`src/rtl/survivor_mmu.sv`:
```
// survivor_mmu: survivor-memory manager for the Viterbi decoder.
// Packs two consecutive N_ACS-bit survivor slices into one RAM word, writes it
// at {page, segment}, and serves one-cycle registered traceback reads.
// Optional feature macro: WRITE_BYPASS_EN
//   defined   -> a same-cycle read of the address being written returns the new word
//   undefined -> such a read returns the previous RAM contents
//
// Packing phase (segment LSB):
//   state   | meaning
//   PH_LOW  | next enabled cycle latches Survivors into the low buffer
//   PH_HIGH | next enabled cycle writes {Survivors, low buffer} to RAM
module survivor_mmu #(
    parameter int WD_DEPTH       = 4,
    parameter int WD_FSM         = 6,
    parameter int N_ACS          = 4,
    parameter int WD_RAM_DATA    = 8,
    parameter int WD_RAM_ADDRESS = 9
) (
    input  logic                      CLOCK,
    input  logic                      Reset,
    input  logic                      Active,
    input  logic                      Hold,
    input  logic                      Init,
    input  logic [WD_DEPTH-1:0]       ACSPage,
    input  logic [WD_FSM-2:0]         ACSSegment_minusLSB,
    input  logic [N_ACS-1:0]          Survivors,
    input  logic [WD_RAM_ADDRESS-1:0] AddressTB,
    output logic [WD_RAM_DATA-1:0]    DataTB,
    output logic                      RAMWrite,
    output logic [WD_RAM_ADDRESS-1:0] AddressRAM
);

    typedef enum logic {
        PH_LOW  = 1'b0,
        PH_HIGH = 1'b1
    } phase_t;

    phase_t                      phase_q;
    phase_t                      phase_d;
    logic                        en;
    logic                        latch_en;
    logic                        wr_en;
    logic [N_ACS-1:0]            low_buffer;
    logic [WD_RAM_ADDRESS-1:0]   wr_addr;
    logic [WD_RAM_DATA-1:0]      wr_data;
    logic [WD_RAM_DATA-1:0]      rd_data;
    logic [WD_RAM_DATA-1:0]      mem [0:(1<<WD_RAM_ADDRESS)-1];

    assign en      = Active & ~Hold;
    assign wr_addr = {ACSPage, ACSSegment_minusLSB};
    assign wr_data = {Survivors, low_buffer};

    // Phase register: cleared by reset, otherwise follows the next-phase logic.
    always_ff @(posedge CLOCK or negedge Reset) begin
        if (!Reset) begin
            phase_q <= PH_LOW;
        end else begin
            phase_q <= phase_d;
        end
    end

    // Next phase and latch/write strobes; Init acts on the phase after the
    // strobes have been decided from the pre-Init phase.
    always_comb begin
        phase_d  = phase_q;
        latch_en = 1'b0;
        wr_en    = 1'b0;
        if (en) begin
            if (phase_q == PH_LOW) begin
                latch_en = 1'b1;
                phase_d  = PH_HIGH;
            end else begin
                wr_en    = 1'b1;
                phase_d  = PH_LOW;
            end
        end
        if (Init) begin
            phase_d = PH_LOW;
        end
    end

    // Read-port data selection, with optional write-first forwarding.
    always_comb begin
        rd_data = mem[AddressTB];
`ifdef WRITE_BYPASS_EN
        if (wr_en && (wr_addr == AddressTB)) begin
            rd_data = wr_data;
        end
`endif
    end

    // Survivor RAM write port; contents are intentionally not reset.
    always_ff @(posedge CLOCK) begin
        if (wr_en) begin
            mem[wr_addr] <= wr_data;
        end
    end

    // Low buffer, write-status outputs and registered traceback read data.
    always_ff @(posedge CLOCK or negedge Reset) begin
        if (!Reset) begin
            low_buffer <= '0;
            RAMWrite   <= 1'b0;
            AddressRAM <= '0;
            DataTB     <= '0;
        end else begin
            RAMWrite <= wr_en;
            if (latch_en) begin
                low_buffer <= Survivors;
            end
            if (wr_en) begin
                AddressRAM <= wr_addr;
            end
            if (en) begin
                DataTB <= rd_data;
            end
        end
    end

endmodule

```
`config.mk`:
```
export PLATFORM = sky130hd
export DESIGN_NAME = survivor_mmu
export DESIGN_NICKNAME = d
export VERILOG_FILES = /design/src/rtl/survivor_mmu.sv
export SDC_FILE = /design/constraint.sdc
export NUM_CORES = 2
export LEC_CHECK = 0
export CAP_MARGIN = 10
export CORE_MARGIN = 5
export CORE_UTILIZATION = 57
export DETAILED_ROUTE_END_ITERATION = 6
export GPL_ROUTABILITY_DRIVEN = 0
export PLACE_DENSITY = 0.76
export SLEW_MARGIN = 15
export SYNTH_ARGS = -nofsm -noshare
export SYNTH_HDL_FRONTEND = slang
export SYNTH_SLANG_ARGS = --single-unit
```
`constraint.sdc`:
```
create_clock -name CLOCK -period 7.2 [get_ports CLOCK]
set_input_delay 1.44 -clock CLOCK [delete_from_list [all_inputs] [get_ports CLOCK]]
set_output_delay 1.44 -clock CLOCK [all_outputs]
set_load 0.02 [all_outputs]
```
==> flow_summary.json <==
{
  "track_usage_pct": 29.4,
  "cts_tree": "yes",
  "critical_path_arrival_ns": 6.68,
  "hold_path_class": "flip-flop to flip-flop",
  "vias_per_cell": 7.01,
  "start_util_pct": 57.2,
  "p_total_mw": 50.8,
  "cts_sinks": 4119,
  "dp.final_hpwl_um": 252000,
  "die_area_sq_mm": 0.291,
  "criticalPathCategory": "input port to flip-flop",
  "ys_warn_count": 0,
  "ys_types": 78,
  "p_per_area_mw_per_mm2": 287,
  "drt_pass1_iterations": 6,
  "ys.flop_type": "edfxtp_1",
  "grt_setup_unrepaired": "no",
  "outcome": "finished clean",
  "r2r_start": "phase_q",
  "netlist_instances": 7560,
  "slew_viol_final": 0,
  "p_leak_nw": 54.9,
  "grt_first_pass_wirelength_um": 613000,
  "cap_viol_max_count": 0,
  "cts_hold_buffers": 0,
  "clk_pin_slew_worst_paths_ns": 0.06,
  "syn_area_sq_mm": 0.160,
  "fin_worst_skew_ns": 0.0673,
  "slew_headroom_pct": 8.04,
  "num_rows": 194,
  "regToRegSetupSlack_ns": 2.61,
  "initialDrtViolationCount": 14200,
  "antenna_found_initial": 30,
  "grt_max_degree": 185,
  "required_ns": 7.82,
  "core_area_sq_mm": 0.279,
  "start_kind": "input port",
  "register_area_sq_mm": 0.124,
  "drive_gt1_share_pct": 22.2,
  "drc": 0,
  "placed_cells": 11100,
  "cts_buffers": 405,
  "drt-total-wl_um": 430000,
  "hold_viol": 0,
  "final_cell_area_sq_mm": 0.177,
  "syn2layout_area_growth_pct": 10.9,
  "holdWs_ns": 0.507,
  "worst_setup_path_end_kind": "flip-flop",
  "worstReg2RegEnd": "mem[486][4]",
  "vias": 82800,
  "ir_drop_v": 0.000225,
  "insertion_delay_ns": 1.00,
  "cp-endpoint": "mem[486][4]",
  "syn_nets": 7587,
  "tightest_slew_ns": 1.38,
  "ctsResizeCount": 0,
  "synth_edf_count": 4096,
  "clockRootBuffer": "clkbuf_16",
  "cts_max_level": 5,
  "layout.cells.non_filler": 11800,
  "fin_nets": 7771,
  "finalCritPeriodShare_pct": 84.2,
  "tns_ns": 0,
  "placed_area_sq_mm": 0.164,
  "fin_crit_ns": 6.07,
  "cts_max_path_buffers": 4,
  "ios": 45,
  "fill_cells": 17600,
  "wl_per_cell_um": 36.4,
  "die_x_um": 539,
  "critPathMaxFanout": 24,
  "grt_pass1_vias": 81900,
  "grt_remaining_overflow": 0,
  "multi_input_area_sq_mm": 0.0336,
  "cts_setup_buffers": 0,
  "seq_area_frac_synth_pct": 77.3,
  "final_antenna_net_count": 0,
  "synth_area_per_cell_sq_um": 21.1,
  "io_buffer_count": 44,
  "ys_ff_latch": 4119,
  "fmax_mhz": 165,
  "reg2reg_depth": 8,
  "async_flop_share_pct": 0.558,
  "crit_start": "Active",
  "setup_viol": 0,
  "die_y_um": 539
}
## through the flow
step                worst slack (ns)  utilization (%)
floorplan                       2.92                -
global placement               0.252             58.9
detailed placement             0.208             58.9
CTS                             1.22             63.5
global route                    1.02             63.5
finish                          1.13             63.5
## cells by family (layout without fill, tap and decap cells)
kind of cell	Yosys count	in the layout	synth area share, %
flops	4119	4119	77.3
other cells	0	21	0
mux	1258	1258	15.2
compound gates	632	632	2.78
buf+inv	475	981	1.82
xor+xnor	1	1	0.00548
simple gates	1075	1075	2.89
## worst max-delay path, stage by stage
cell	delay, ns
clkdlybuf4s50_1	0.49
nor2b_1	0.86
nand2_1	0.52
buf_4	0.35
inv_1	0.25
nand2_1	0.14
nor2_1	0.69
nand2_4	0.79
buf_4	0.52
nor2_1	0.58
## flip-flops by register name, indices dropped and copies added, names as in the netlist
| name | flops |
|---|---|
| DataTB | 8 |
| phase_q | 1 |
| RAMWrite | 1 |
| AddressRAM | 9 |
| mem | 4096 |
| low_buffer | 4 |
## layout make-up
class / count / share of cell area, %
antenna: 21 / 0.0297
clock buffer: 498 / 6.00
clock inverter: 231 / 1.23
inverter: 6 / 0.0177
multi-input combinational: 2966 / 18.9
sequential: 4119 / 69.7
tap: 3724 / 2.63
timing repair buffer: 246 / 1.41
## cells in the mapped netlist (all sizes together), types with 23 or more instances
cell / n / area (sq um)
o21ai: 42 / 210
a31oi: 37 / 231
mux4: 928 / 20900
nor3: 54 / 270
mux2i: 307 / 3070
mux2: 23 / 259
clkbuf: 205 / 769
nand3: 72 / 360
a221oi: 23 / 201
nor2: 568 / 2130
buf: 262 / 2100
nand2: 242 / 908
dfrtp: 23 / 576
o22ai: 116 / 726
a21oi: 101 / 505
edfxtp: 4096 / 123000
a22oi: 120 / 901
o221ai: 51 / 453
a211oi: 30 / 225
## where the power goes
part           switching (mW)  total, mW  leakage [nW]  internal [mW]
Clock                    8.80       20.7          6.28           11.9
Combinational            2.15       2.99          11.5          0.840
Sequential              0.125       27.1          37.1           27.0
## routing by layer
metal | vias up | GRT usage (%) | routed length [um]
met2 | 6859 | 44.7 | 200000
li1 | 31900 | - | -
met4 | 30 | 13.9 | 25000
met3 | 1265 | 8.41 | 59000
met1 | 42700 | 39.9 | 146000
met5 | - | 0 | 176
## how the worst min path moves through the flow
stage / slack, ns / depth (start not counted) / startpoint / endpoint
6_report: 0.51 / 2 / AddressRAM[2] / AddressRAM[2]
2_1_floorplan: 0.53 / 2 / phase_q / phase_q
3_5_place_dp: 0.49 / 2 / AddressRAM[2] / AddressRAM[2]
3_3_place_gp: 0.49 / 2 / AddressRAM[2] / AddressRAM[2]
4_1_cts: 0.50 / 2 / AddressRAM[2] / AddressRAM[2]
5_1_grt: 0.54 / 2 / AddressRAM[0] / AddressRAM[0]
## cells in the final DEF, fill, tap and decap left out, types with 40 or more instances in the layout
master     synthesis  layout
clkbuf_16          0     410
clkinv_1           0      82
buf_12             8      41
o22ai_1          116     116
o221ai_1          50      50
nor3_1            54      52
mux2i_1          307     307
nand2_1          242     229
mux4_2           922     922
a22oi_1          120     120
bufinv_16          0      40
clkinv_2           0      83
clkbuf_1         205      83
buf_4             50     162
nor2_1           568     564
nand3_1           72      68
edfxtp_1        4096    4096
a21oi_1          101     101
Note: power is estimated with default switching activity, not from simulation.
